--- config.mk ---
export PLATFORM = sky130hd
export DESIGN_NAME = btn_value_set
export DESIGN_NICKNAME = d
export VERILOG_FILES = /design/src/rtl/clock_pkg.sv /design/src/rtl/debounce.sv /design/src/rtl/btn_value_set.sv
export SDC_FILE = /design/constraint.sdc
export NUM_CORES = 1
export LEC_CHECK = 0
export BUFFER_PORTS_ARGS = -buffer_cell sky130_fd_sc_hd__buf_2
export CAP_MARGIN = 25
export CORE_ASPECT_RATIO = 0.7
export CORE_MARGIN = 2
export CORE_UTILIZATION = 50
export DETAILED_ROUTE_END_ITERATION = 8
export HOLD_SLACK_MARGIN = 0.03
export PLACE_DENSITY = 0.67
export SYNTH_ARGS = -nofsm -noshare
export SYNTH_HDL_FRONTEND = slang
export SYNTH_SLANG_ARGS = --single-unit
--- constraint.sdc ---
create_clock -name clk -period 3.2 [get_ports clk]
set_clock_uncertainty 0.15 [all_clocks]
set_input_delay 0.16 -clock clk [delete_from_list [all_inputs] [get_ports clk]]
set_output_delay 0.16 -clock clk [all_outputs]
set_load 0.005 [all_outputs]
--- src/rtl/clock_pkg.sv ---
// Shared constants and small helpers for the desktop clock's time-setting path.
// Unit limits are passed into MAX_VAL by each value-setter instance.
package clock_pkg;

    localparam int SEC_MAX  = 59;
    localparam int MIN_MAX  = 59;
    localparam int HOUR_MAX = 23;
    localparam int VAL_W    = 6;

    typedef logic [VAL_W-1:0] val_t;

    typedef enum logic {
        DIR_UP = 1'b0,
        DIR_DN = 1'b1
    } dir_e;

    // Clamp an externally supplied value into 0..max_v.
    function automatic val_t sat_val(input val_t v, input val_t max_v);
        return (v > max_v) ? max_v : v;
    endfunction

    function automatic val_t step_val(input val_t v, input val_t max_v, input dir_e dir);
        if (dir == DIR_UP) begin
            return (v == max_v) ? '0 : v + val_t'(1);
        end
        return (v == '0) ? max_v : v - val_t'(1);
    endfunction

endpackage

--- src/rtl/debounce.sv ---
// Two-flop synchronizer followed by a counter debouncer for one raw button.
// The output level flips only after DEBOUNCE_CYC consecutive cycles of disagreement.
module debounce #(
    parameter int DEBOUNCE_CYC = 1_000_000
) (
    input  logic clk,
    input  logic rst,
    input  logic i_raw,
    output logic o_level
);

    localparam int CW = (DEBOUNCE_CYC > 1) ? $clog2(DEBOUNCE_CYC) : 1;
    localparam logic [CW-1:0] CNT_LAST = CW'(DEBOUNCE_CYC - 1);

    logic          r_sync1;
    logic          r_sync2;
    logic          r_level;
    logic [CW-1:0] r_cnt;
    logic          w_differs;

    assign w_differs = (r_sync2 != r_level);

    // NOTE: sequential state uses non-blocking assignments so every flop samples pre-edge values.
    always_ff @(posedge clk) begin
        if (!rst) begin
            r_sync1 <= 1'b0;
            r_sync2 <= 1'b0;
            r_level <= 1'b0;
            r_cnt   <= '0;
        end else begin
            r_sync1 <= i_raw;
            r_sync2 <= r_sync1;
            if (!w_differs) begin
                r_cnt <= '0;
            end else if (r_cnt == CNT_LAST) begin
                r_level <= r_sync2;
                r_cnt   <= '0;
            end else begin
                r_cnt <= r_cnt + CW'(1);
            end
        end
    end

    assign o_level = r_level;

endmodule

--- src/rtl/btn_value_set.sv ---
// Button-driven 6-bit wrapping value setter: debounced up/down buttons with
// hold-to-repeat, plus a saturating load port that overrides button steps.
module btn_value_set
    import clock_pkg::*;
#(
    parameter int DEBOUNCE_CYC = 1_000_000,
    parameter int HOLD_CYC     = 50_000_000,
    parameter int REPEAT_CYC   = 10_000_000,
    parameter int MAX_VAL      = SEC_MAX
) (
    input  logic             clk,
    input  logic             rst,
    input  logic             btn_up,
    input  logic             btn_dn,
    input  logic             en,
    input  logic             load,
    input  logic [VAL_W-1:0] load_val,
    output logic [VAL_W-1:0] val,
    output logic             step
);

    localparam logic [1:0] ST_IDLE   = 2'd0;
    localparam logic [1:0] ST_PRESS  = 2'd1;
    localparam logic [1:0] ST_REPEAT = 2'd2;

    localparam int CNT_MAX = (HOLD_CYC > REPEAT_CYC) ? HOLD_CYC : REPEAT_CYC;
    localparam int CNT_W   = (CNT_MAX > 1) ? $clog2(CNT_MAX) : 1;
    localparam logic [CNT_W-1:0] HOLD_LAST = CNT_W'(HOLD_CYC - 1);
    localparam logic [CNT_W-1:0] REP_LAST  = CNT_W'(REPEAT_CYC - 1);
    localparam val_t MAX_V = val_t'(MAX_VAL);

    logic             w_up;
    logic             w_dn;
    logic             w_press_up;
    logic             w_press_dn;
    logic             w_valid;
    dir_e             w_dir;
    logic             w_match;

    logic [1:0]       r_state;
    logic [CNT_W-1:0] r_cnt;
    dir_e             r_dir;
    val_t             r_val;
    logic             r_step;

    logic [1:0]       w_state_nxt;
    logic [CNT_W-1:0] w_cnt_nxt;
    dir_e             w_dir_nxt;
    logic             w_step_req;
    dir_e             w_step_dir;

    debounce #(.DEBOUNCE_CYC(DEBOUNCE_CYC)) u_db_up (
        .clk     (clk),
        .rst     (rst),
        .i_raw   (btn_up),
        .o_level (w_up)
    );

    debounce #(.DEBOUNCE_CYC(DEBOUNCE_CYC)) u_db_dn (
        .clk     (clk),
        .rst     (rst),
        .i_raw   (btn_dn),
        .o_level (w_dn)
    );

    assign w_press_up = w_up & ~w_dn;
    assign w_press_dn = w_dn & ~w_up;
    assign w_valid    = w_press_up | w_press_dn;
    assign w_dir      = w_press_dn ? DIR_DN : DIR_UP;
    // Leaving the latched direction (release, both held, swap) always drops to IDLE.
    assign w_match    = (r_dir == DIR_UP) ? w_press_up : w_press_dn;

    // NOTE: every output of this block gets a default first so no latch is inferred.
    always_comb begin
        w_state_nxt = r_state;
        w_cnt_nxt   = r_cnt;
        w_dir_nxt   = r_dir;
        w_step_req  = 1'b0;
        w_step_dir  = r_dir;
        if (!en) begin
            w_state_nxt = ST_IDLE;
            w_cnt_nxt   = '0;
        end else begin
            case (r_state)
                ST_IDLE: begin
                    if (w_valid) begin
                        w_state_nxt = ST_PRESS;
                        w_dir_nxt   = w_dir;
                        w_cnt_nxt   = '0;
                        w_step_req  = 1'b1;
                        w_step_dir  = w_dir;
                    end
                end
                ST_PRESS: begin
                    if (!w_match) begin
                        w_state_nxt = ST_IDLE;
                        w_cnt_nxt   = '0;
                    end else if (r_cnt == HOLD_LAST) begin
                        w_state_nxt = ST_REPEAT;
                        w_cnt_nxt   = '0;
                        w_step_req  = 1'b1;
                    end else begin
                        w_cnt_nxt = r_cnt + CNT_W'(1);
                    end
                end
                ST_REPEAT: begin
                    if (!w_match) begin
                        w_state_nxt = ST_IDLE;
                        w_cnt_nxt   = '0;
                    end else if (r_cnt == REP_LAST) begin
                        w_cnt_nxt  = '0;
                        w_step_req = 1'b1;
                    end else begin
                        w_cnt_nxt = r_cnt + CNT_W'(1);
                    end
                end
                default: begin
                    w_state_nxt = ST_IDLE;
                    w_cnt_nxt   = '0;
                end
            endcase
        end
    end

    always_ff @(posedge clk) begin
        if (!rst) begin
            r_state <= ST_IDLE;
            r_cnt   <= '0;
            r_dir   <= DIR_UP;
        end else begin
            r_state <= w_state_nxt;
            r_cnt   <= w_cnt_nxt;
            r_dir   <= w_dir_nxt;
        end
    end

    // Load wins over a same-cycle step; the FSM still advances untouched.
    always_ff @(posedge clk) begin
        if (!rst) begin
            r_val  <= '0;
            r_step <= 1'b0;
        end else if (load) begin
            r_val  <= sat_val(load_val, MAX_V);
            r_step <= 1'b0;
        end else if (w_step_req) begin
            r_val  <= step_val(r_val, MAX_V, w_step_dir);
            r_step <= 1'b1;
        end else begin
            r_step <= 1'b0;
        end
    end

    assign val  = r_val;
    assign step = r_step;

endmodule

# Word level (Yosys, flattened, before mapping)
# Cells that the tools add are included.
[op_classes]
n_shift = 0
add_sub_neg = 5
n_eq_ne = 12
magnitude_cmp = 1
n_reduce_logical = 10
n_mul = 0
muxes = 35
bitwise = 8
div = 0
[ops]
columns = ["cell", "n"]
rows = [
  ["26-bit 2-to-1 mux", 5],
  ["26-bit one-hot mux with 3 select lines", 1],
  ["6-bit 2-to-1 mux", 7],
  ["20-bit by 1-bit adder with 20-bit output, second input constant", 2],
  ["20-bit equality test, second input constant", 2],
  ["26-bit by 1-bit adder with 26-bit output, second input constant", 1],
  ["26-bit by 24-bit equality test with 1-bit output, second input constant", 1],
  ["26-bit equality test, second input constant", 1],
  ["1-bit 2-to-1 mux", 16],
  ["2-bit 2-to-1 mux", 4],
  ["6-bit by 1-bit adder with 6-bit output, second input constant", 1],
  ["6-bit equality test, second input constant", 1],
  ["6-bit greater-than comparator, second input constant", 1],
  ["6-bit logical NOT", 1],
  ["2-bit one-hot mux with 3 select lines", 1],
  ["2-bit AND reduction", 3],
  ["3-bit OR reduction", 2],
  ["6-bit by 1-bit subtractor with 6-bit output, second input constant", 1],
  ["1-bit inverter", 5],
  ["2-bit inequality test, second input constant", 2],
  ["3-bit inequality test, second input constant", 1],
  ["1-bit one-hot mux with 3 select lines", 1],
  ["3-bit AND reduction", 1],
  ["1-bit AND", 2],
  ["other kinds (7)", 8],
]
[word_totals]
mem_bits_rw = 0
register_bits = 82
memories = 0
out_inout_bits = 7
romBits = 0
in_bits = 12
wordCells = 84
latchBits = 0

# Logic depth before layout (Yosys ltp)
# Gate-level depths: netlist of run 1.
[logic_depth]
depth_word = 13
depth_mapped = 9
depth_no_buf = 8

# By module
# A second synthesis of run 1 with hierarchy kept.
[hier_totals]
hier_cells = 495
hier_area_um2 = 4254.1
[modules_own_cells]
columns = ["module", "seq_area_each_um2", "n_inst", "cells_each", "area_per_inst_um2"]
rows = [
  ["btn_value_set", 720.7, 1, 267, 2240.9],
  ["debounce (u_db_up)", 460.4, 1, 116, 1014.7],
  ["debounce (u_db_dn)", 460.4, 1, 112, 998.5],
]

# Worst setup path before layout of run 1
# OpenSTA, ideal clock, no wires.
[synth_path]
path_type = "register to register"
from = "register u_db_up.r_level, in the netlist u_db_up.o_level"
to = "register r_cnt[24]"
period_less_slack_ns = 2.430
path_stages_with_launch = 10
slack_ns = 0.770
setup_time_ns = 0.115
required_time_ns = 2.935
arrival_time_ns = 2.165
path_buffers = 1
cell_sequence = "dfxtp_1 > inv_1 > ha_1 > and2_1 > clkbuf_1 > nor3b_1 > nand2_1 > nor3_1 > xnor2_1 > nor2_1"
[synth_via]
elab_chain_len = 5
word_cells_on_any_way = 9
classes_between = "1 x eq/ne; 4 x mux; 4 x bitwise"
[synth_lines]
columns = ["item", "line_no", "text"]
rows = [
  ["start: declaration", "debounce.sv:17", "logic r_level;"],
  ["start signal: assignment", "debounce.sv:36", "r_level <= r_sync2;"],
  ["1-bit inverter", "btn_value_set.sv:67", "assign w_press_dn = w_dn & ~w_up;"],
  ["1-bit AND", "btn_value_set.sv:67", ""],
  ["1-bit 2-to-1 mux", "btn_value_set.sv:71", "assign w_match = (r_dir == DIR_UP) ? w_press_up : w_press_dn;"],
  ["26-bit 2-to-1 mux (on tied branches)", "btn_value_set.sv:107, btn_value_set.sv:95", ""],
  ["26-bit one-hot mux with 3 select lines", "btn_value_set.sv:84", "case (r_state)"],
  ["end signal: assignment", "btn_value_set.sv:132", "r_cnt <= w_cnt_nxt;"],
  ["end: declaration", "btn_value_set.sv:41", "logic [CNT_W-1:0] r_cnt;"],
]
# Parallel ways exist; a longest one is shown, timed or not.
# A chain may end at the register's enable or synchronous reset.

# Worst setup path after layout of run 1
[layout_path]
from = "register r_cnt[13]"
to = "register r_cnt[9]"
[layout_via]
elab_chain_len = 4
word_cells_on_any_way = 7
classes_between = "2 x eq/ne; 5 x mux"
[layout_lines]
columns = ["item", "line_no"]
rows = [
  ["26-bit by 24-bit equality test with 1-bit output or 26-bit equality test (tied branches)", "btn_value_set.sv:110, btn_value_set.sv:98"],
  ["26-bit 2-to-1 mux (on tied branches)", "btn_value_set.sv:110, btn_value_set.sv:98"],
  ["26-bit 2-to-1 mux (on tied branches)", "btn_value_set.sv:107, btn_value_set.sv:95"],
  ["26-bit one-hot mux with 3 select lines *", "btn_value_set.sv:84"],
]
# Every way passes the cells marked *; elsewhere a longest branch is shown, timed or not.

==> results.md, run 1 <==
Clocking
- 60 ps — Clk pin slew, worst setup/hold paths
- built — clock tree from TritonCTS
- 9 — TritonCTS buffer count
- 82 — clock tree sinks
- sky130_fd_sc_hd__clkbuf_16 — Clock Root Buffer
- 2 — Max Root-Sink Buffers
- 0 — post-CTS repair timing setup buffer count
- 3 — CTS HTree Levels
- 330 ps — insertion delay of the later-clocked pin in the worst-skew pair

Job
- 0 — Max-cap violations

Layout
- 13.0% — post-synthesis to final-layout area growth
- 0.00461 mm2 — cell area after layout
- 720 — Fillers
- 543 — Nets
- 8.41% — share of layout cells above drive strength 1
- 0.00229 mm2 — combined area of the multi-input logic cells
- 624 — fin cells
- 0 — Antenna diodes
- 0.00164 mm2 — sequential cell area
- 58.3% — final core utilization

Floorplanning
- 112 um — horizontal extent of the die
- 27 — number of placement rows
- 0.00891 mm2 — overall die area
- 51.6% — Initial Util
- 79.6 um — height of the die
- 19 — number of top-level design ports
- 0.00791 mm2 — Core Region

Synth
- sky130_fd_sc_hd__dfxtp_1, sky130_fd_sc_hd__nor2_1, sky130_fd_sc_hd__xor2_1 — synth top area cells
- 40.2% — sequential cell area fraction in the yosys report
- sky130_fd_sc_hd__dfxtp_1 — post-synth top area cell
- 0 — count of warnings emitted by yosys
- 49 — distinct cell type count after synthesis
- 8.26 um2 — mean cell area of the mapped netlist
- 0 — count of flip-flops with a built-in enable after synthesis
- sky130_fd_sc_hd__dfxtp_1 — prevailing post-synth register cell
- 82 — register bit count reported by yosys
- 494 — number of cells produced by synthesis
- 0.00408 mm2 — mapped cell area
- 518 — nets in the synthesized netlist
- 0% — post-synthesis async set-or-reset flop share
- 40.2% — share of the synthesized area in the top cell type

Detailed routing
- 3411 — total number of vias
- 5.47 — average via count per standard cell
- 0 — Final ANT Viol Nets
- 0 — DRC
- 8210 um — Routed Wire Length
- 197 — number of DRC markers in iteration 0
- 5 — number of search-and-repair iterations in the first detailed-routing pass
- 13.2 um — WL/cell

STA
- no — unrepaired setup endpoints after global routing
- 38.9% — Slew HR
- 88.0% — crit share post-route
- 0 ps — sum of negative setup slack
- 2820 ps — crit path time final
- 0 — final count of negative-setup-slack endpoints
- 80.5 ps — tightest hold margin
- 0.355 GHz — f_max
- 384 ps — setup ws final
- 917 ps — Worst Tran Pin Value
- 0 — count of endpoints failing hold in the final timing report
- 0 — final-report max-slew violation count

Pwr
- 448 mW/mm2 — P per Cell Area
- 3.8% — share of power burned in combinational logic
- 21.4% — Net Sw Frac
- 2.07 mW — total power of the final layout
- 45.6% — fraction of power consumed by the clock network
- 1.60 nW — leakage power
- 50.6% — part of the power in registers
- 1.62 mW — internal power
- 0.000386 V — maximum vdd drop
- 0.441 mW — switching power summed over all nets

Run status
- finished clean — outcome

Worst hold path
- in2reg — HP Class
- 3 — hold depth

GRT
- 0 — Overflow after GRT
- 19.9% — global router's overall resource usage
- 0 — initial antenna violation count
- 14500 um — wire length of the first global-routing pass
- 21 — largest net degree at the start of global routing
- 3164 — vias in the first global route

Setup path
- reg2reg — critical path start-end classification
- 2870 ps — arrival time at the worst endpoint
- r_cnt[13] — crit path from
- r_cnt[13] — launching point of the worst reg2reg path
- flop — sort of element at the start of the critical path
- 19 — Worst Path Max Fanout
- 3260 ps — CP required
- flop — kind of capture point of the worst setup path
- 380 ps — R2R Setup Slk
- r_cnt[9] — Setup crit end
- r_cnt[9] — Worst R2R End
- 6 — worst r2r path cells

Placement
- 600 — dpl cells
- 497 ps — worst setup slack before clock tree synthesis
- 0.00425 mm2 — cell area after placement
- 5650 um — HPWL after DPL
- 18 — number of buffers inserted by port buffering
- 0.916 — Final Wtd Congestion

[cell usage after synthesis, types with 2 or more instances]
cell                       instances
sky130_fd_sc_hd__or4_1             2
sky130_fd_sc_hd__and2_1            5
sky130_fd_sc_hd__nor3b_1           5
sky130_fd_sc_hd__xor2_1           32
sky130_fd_sc_hd__inv_1            19
sky130_fd_sc_hd__nor2_1           85
sky130_fd_sc_hd__nor3_1            9
sky130_fd_sc_hd__nand3b_1          4
sky130_fd_sc_hd__o21ai_0          12
sky130_fd_sc_hd__or3_1             5
sky130_fd_sc_hd__clkbuf_1         15
sky130_fd_sc_hd__nand3_1          44
sky130_fd_sc_hd__nand2_1          39
sky130_fd_sc_hd__ha_1             12
sky130_fd_sc_hd__nor4_1           10
sky130_fd_sc_hd__a211o_1           2
sky130_fd_sc_hd__a21oi_1          15
sky130_fd_sc_hd__o211ai_1          2
sky130_fd_sc_hd__and3_1           10
sky130_fd_sc_hd__nor4bb_1          2
sky130_fd_sc_hd__nand4b_1          2
sky130_fd_sc_hd__a311oi_1          2
sky130_fd_sc_hd__mux2_2            2
sky130_fd_sc_hd__nand2b_1          2
sky130_fd_sc_hd__o22ai_1           2
sky130_fd_sc_hd__mux2i_1           7
sky130_fd_sc_hd__a31oi_1           6
sky130_fd_sc_hd__nand4_1          11
sky130_fd_sc_hd__nor4b_1           3
sky130_fd_sc_hd__nor2b_1           5
sky130_fd_sc_hd__dfxtp_1          82
sky130_fd_sc_hd__xnor2_1          24
[how the worst min path moves through the flow]
| stage | startpoint | end |
|---|---|---|
| 2_1_floorplan | btn_dn | u_db_dn.r_sync1 |
| 3_3_place_gp | btn_up | u_db_up.r_sync1 |
| 3_5_place_dp | btn_dn | u_db_dn.r_sync1 |
| 4_1_cts | rst | val[2] |
| 5_1_grt | rst | val[2] |
| 6_report | rst | val[2] |
[flip-flops by register name (all words and copies together), names as in the netlist]
name / cells
u_db_dn.r_sync1: 1
step: 1
r_state: 2
r_dir: 1
u_db_up.o_level: 1
u_db_dn.r_sync2: 1
u_db_up.r_cnt: 20
u_db_up.r_sync1: 1
u_db_dn.r_cnt: 20
val: 6
r_cnt: 26
u_db_dn.o_level: 1
u_db_up.r_sync2: 1
[cells in the final DEF, fill, tap and decap left out, drive strengths merged, types with 3 or more instances in the layout]
cell,synthesis,routed
xnor2,24,24
nand3,44,44
o21ai,12,12
nand2,39,39
nor2b,5,5
or3,5,5
nor4b,3,3
ha,12,12
and3,10,10
nand4,11,11
xor2,32,32
nor4,11,11
nor2,85,85
or4,3,3
a31oi,6,6
clkinv,1,4
a21oi,15,15
dlygate4sd3,0,8
buf,2,23
nor3,9,9
clkbuf,15,12
and2,5,5
mux2i,7,7
inv,19,19
dfxtp,82,82
nand3b,4,4
nor3b,5,5
[layout make-up]
| class | count | share of cell area (%) |
|---|---|---|
| multi-input combinational | 375 | 49.6 |
| sequential | 82 | 35.6 |
| clock buffer | 12 | 5.56 |
| timing repair buffer | 31 | 4.51 |
| tap | 101 | 2.74 |
| inverter | 20 | 1.63 |
| clock inverter | 3 | 0.326 |
[per-layer routing]
metal | global-route usage, % | vias up | part of all wire [%]
li1 | - | 1752 | -
met1 | 27.2 | 1574 | 51
met4 | 4.27 | 0 | 0.85
met3 | 6.99 | 11 | 5.0
met2 | 30.6 | 74 | 43
met5 | 0 | - | 0
[critical path: stages (launching register included)]
cell and delay, ps:
sky130_fd_sc_hd__dfxtp_1 420, sky130_fd_sc_hd__nand4b_1 120, sky130_fd_sc_hd__or4_1 540, sky130_fd_sc_hd__nor4_1 460, sky130_fd_sc_hd__o22ai_1 390, sky130_fd_sc_hd__o21bai_4 490, sky130_fd_sc_hd__nor2_1 100
[kinds of logic after synthesis]
family                     Yosys count  synth area share (%)
DFF                                 82                  40.2
xor gates and xnor gates            56                  12.0
muxes                                9                  2.27
and+or+nand+nor                    248                  30.1
AOI/OAI and AO/OA                   50                  8.04
buffers and inverters               37                  3.68
adders and majority gates           12                  3.68
[power by group through the flow]
stage	Clock (mW)	Combinational, mW	Sequential (mW)
3_3_place_gp	0	0.0693	1.07
4_1_cts	0.972	0.0782	1.04
6_report	0.942	0.0786	1.05
2_1_floorplan	0	0.0540	1.06
5_1_grt	1.02	0.0893	1.05
3_5_place_dp	0	0.0704	1.07
[repair_timing]
item / 4_1_cts / 5_1_grt
gates resized for setup: 0 / 0
hold buffers: 8 / 0
endpoints found under the hold margin: 8 / 0
Note: power is estimated with default switching activity, not from simulation.
==> run 2, diff against run 1 <==
==> constraint.sdc (replaced) <==
create_clock -name clk -period 3.2 [get_ports clk]
set_clock_uncertainty 0.15 [all_clocks]
set_input_delay 0.96 -clock clk [delete_from_list [all_inputs] [get_ports clk]]
set_output_delay 0.96 -clock clk [all_outputs]
set_load 0.005 [all_outputs]
==> run 2 against run 1 <==
Hold slack gained 210 ps. Combinational power shrank 6.7%. Routed wire length grew 1.5%. Total power grew 13%. Via count grew 0.44%. Clock power grew 28%. Core utilization grew 0.51 points. Critical path depth is the same. Register-to-register slack lost 50 ps. Design area grew 0.87%. Critical endpoint is now r_cnt[11].
==> results.md, run 2 (synthesized netlist as in run 1, its figures left out) <==
Run status
- finished clean — outcome, unchanged

Setup path
- nand4b_1, or4_1, nor4_1, o22ai_1, o21bai_4, nor2_1 — critical path cell sequence, unchanged
- sky130_fd_sc_hd__nor4_1 — cell with the biggest individual delay on the critical path, was sky130_fd_sc_hd__or4_1
- 2920 ps — arrival time at the worst endpoint, was 2870 ps
- r_cnt[17] — crit path from, was r_cnt[13]
- 330 ps — R2R Setup Slk, was 380 ps
- reg2reg — critical path start-end classification, unchanged
- 6 — worst r2r path cells, unchanged
- 19 — Worst Path Max Fanout, unchanged
- flop — kind of capture point of the worst setup path, unchanged
- 0 — Critical path buffers and inverters, unchanged
- 530 ps — worst stage delay on the critical path, was 540 ps
- r_cnt[11] — Worst R2R End, was r_cnt[9]
- flop — sort of element at the start of the critical path, unchanged
- 3260 ps — CP required, about the same
- simple AND/OR/NAND/NOR gates — cell type group with the largest total delay on the critical path, unchanged
- r_cnt[17] — launching point of the worst reg2reg path, was r_cnt[13]

STA
- 0.349 GHz — f_max, was 0.355 GHz
- 334 ps — setup ws final, was 384 ps
- 288 ps — tightest hold margin, was 80.5 ps
- 0 ps — sum of negative setup slack, unchanged
- 2870 ps — crit path time final, was 2820 ps
- no — unrepaired setup endpoints after global routing, unchanged
- 0 — count of endpoints failing hold in the final timing report, unchanged
- 89.6% — crit share post-route, was 88.0%
- 895 ps — Worst Tran Pin Value, was 917 ps
- 40.3% — Slew HR, was 38.9%
- 0 — final count of negative-setup-slack endpoints, unchanged
- 0 — final-report max-slew violation count, unchanged

Pwr
- 500 mW/mm2 — P per Cell Area, was 448 mW/mm2
- 0.000332 V — maximum vdd drop, was 0.000386 V
- 1.62 nW — leakage power, was 1.60 nW

Layout
- 9.60% — share of layout cells above drive strength 1, was 8.41%
- 0 — Antenna diodes, unchanged
- 540 — Nets, was 543
- 14.0% — post-synthesis to final-layout area growth, was 13.0%
- sky130_fd_sc_hd__nor2_1 — most common cell after layout, fill and taps aside, unchanged
- sky130_fd_sc_hd__nor2_1, sky130_fd_sc_hd__dfxtp_1, sky130_fd_sc_hd__nand3_1 — highest-count cells in the layout ignoring fill and taps, unchanged
- 622 — fin cells, was 624
- 26 — flip-flop count of the largest register, all copies and words added, unchanged
- r_cnt — register name with the most flops, unchanged
- r_cnt x26, u_db_dn.r_cnt x20, u_db_up.r_cnt x20 — largest registers, unchanged

GRT
- 14400 um — wire length of the first global-routing pass, was 14500 um
- 20.0% — global router's overall resource usage, was 19.9%
- 21 — largest net degree at the start of global routing, unchanged
- 3053 — vias in the first global route, was 3164
- 0 — initial antenna violation count, unchanged
- 0 — Overflow after GRT, unchanged

Worst hold path
- u_db_dn.r_sync1 — Hold Path Origin, was rst
- u_db_dn.r_sync2 — endpoint with the worst hold slack, was val[2]
- 1 — hold depth, was 3
- reg2reg — HP Class, was in2reg

Clocking
- 340 ps — insertion delay of the later-clocked pin in the worst-skew pair, was 330 ps
- 3 — CTS HTree Levels, unchanged
- 60 ps — Clk pin slew, worst setup/hold paths, about the same
- 0 — CTS hold repair buffers, was 8
- built — clock tree from TritonCTS, unchanged
- sky130_fd_sc_hd__clkbuf_16 — Clock Root Buffer, unchanged
- 82 — clock tree sinks, unchanged
- 0 — post-CTS repair timing setup buffer count, unchanged
- 2 — Max Root-Sink Buffers, unchanged
- 9 — TritonCTS buffer count, unchanged
- 0 — Resized Gates After CTS, unchanged

Detailed routing
- 5.51 — average via count per standard cell, was 5.47
- 0 — DRC, unchanged
- 8330 um — Routed Wire Length, was 8210 um
- 0 — Final ANT Viol Nets, unchanged
- 203 — number of DRC markers in iteration 0, was 197
- 5 — number of search-and-repair iterations in the first detailed-routing pass, unchanged
- 3426 — total number of vias, was 3411
- 13.4 um — WL/cell, was 13.2 um

Placement
- 18 — number of buffers inserted by port buffering, unchanged
- 5770 um — HPWL after DPL, was 5650 um
- 606 — dpl cells, was 600
- 0.788 — Final Wtd Congestion, was 0.916
- 390 ps — worst setup slack before clock tree synthesis, was 497 ps

Job
- 0 — Max-cap violations, unchanged

Floorplanning
- 51.6% — Initial Util, unchanged
- 112 um — horizontal extent of the die, unchanged
- 79.6 um — height of the die, unchanged
- 0.00791 mm2 — Core Region, unchanged
- 0.00891 mm2 — overall die area, unchanged
- 27 — number of placement rows, unchanged
- 19 — number of top-level design ports, unchanged

==> run 2: cell types whose count changed in the layout (fill, tap and decap cells not counted) <==
cell,previous run,this run
sky130_fd_sc_hd__dlygate4sd3_1,8,0
sky130_fd_sc_hd__buf_4,5,10
sky130_fd_sc_hd__bufinv_16,0,3
sky130_fd_sc_hd__clkinv_2,3,0
sky130_fd_sc_hd__clkinvlp_4,0,1
==> run 2: per-stage QoR <==
stage,power [mW],utilization (%),area (um2)
after floorplan,1.11,-,4080
after global placement,1.14,54.3,4300
after detailed placement,1.14,54.3,4300
after CTS,2.36,58.8,4650
after global routing,2.41,58.8,4650
final,2.32,58.8,4650
==> run 2: power breakdown <==
| part | total [mW] | internal, mW | switching, mW |
|---|---|---|---|
| clock network | 1.21 | 0.805 | 0.402 |
| logic | 0.0733 | 0.0310 | 0.0423 |
| registers | 1.04 | 1.03 | 0.0152 |
==> run 2: worst max-delay path by stage <==
stage / slack (ps) / end / cells after the start
finish: 330 / r_cnt[11] / 6
floorplan: 620 / val[3] / 6
global placement: 530 / r_cnt[25] / 6
CTS: 360 / r_cnt[5] / 6
detailed placement: 390 / r_cnt[5] / 6
global route: 180 / r_cnt[6] / 6
==> run 2: metal layers <==
layer	track usage, %	wire (um)
met4	6.34	70
met2	29.8	3580
met1	27.8	4310
met3	6.30	378
met5	0	0
==> run 2: worst reg2reg max path, stage by stage, from the launching register on <==
cell                       delay, ps
sky130_fd_sc_hd__dfxtp_1         410
sky130_fd_sc_hd__nand4b_1        120
sky130_fd_sc_hd__or4_1           500
sky130_fd_sc_hd__nor4_1          530
sky130_fd_sc_hd__o22ai_1         420
sky130_fd_sc_hd__o21bai_4        510
sky130_fd_sc_hd__nor2_1          110
==> run 2: cell type report <==
cell class                 count  area, um2
sequential                    82       1640
multi-input combinational    375       2290
fill                         724       3260
clock inverter                 4       97.6
clock buffer                  12        256
timing repair buffer          28        165
inverter                      20       75.1
tap                          101        126
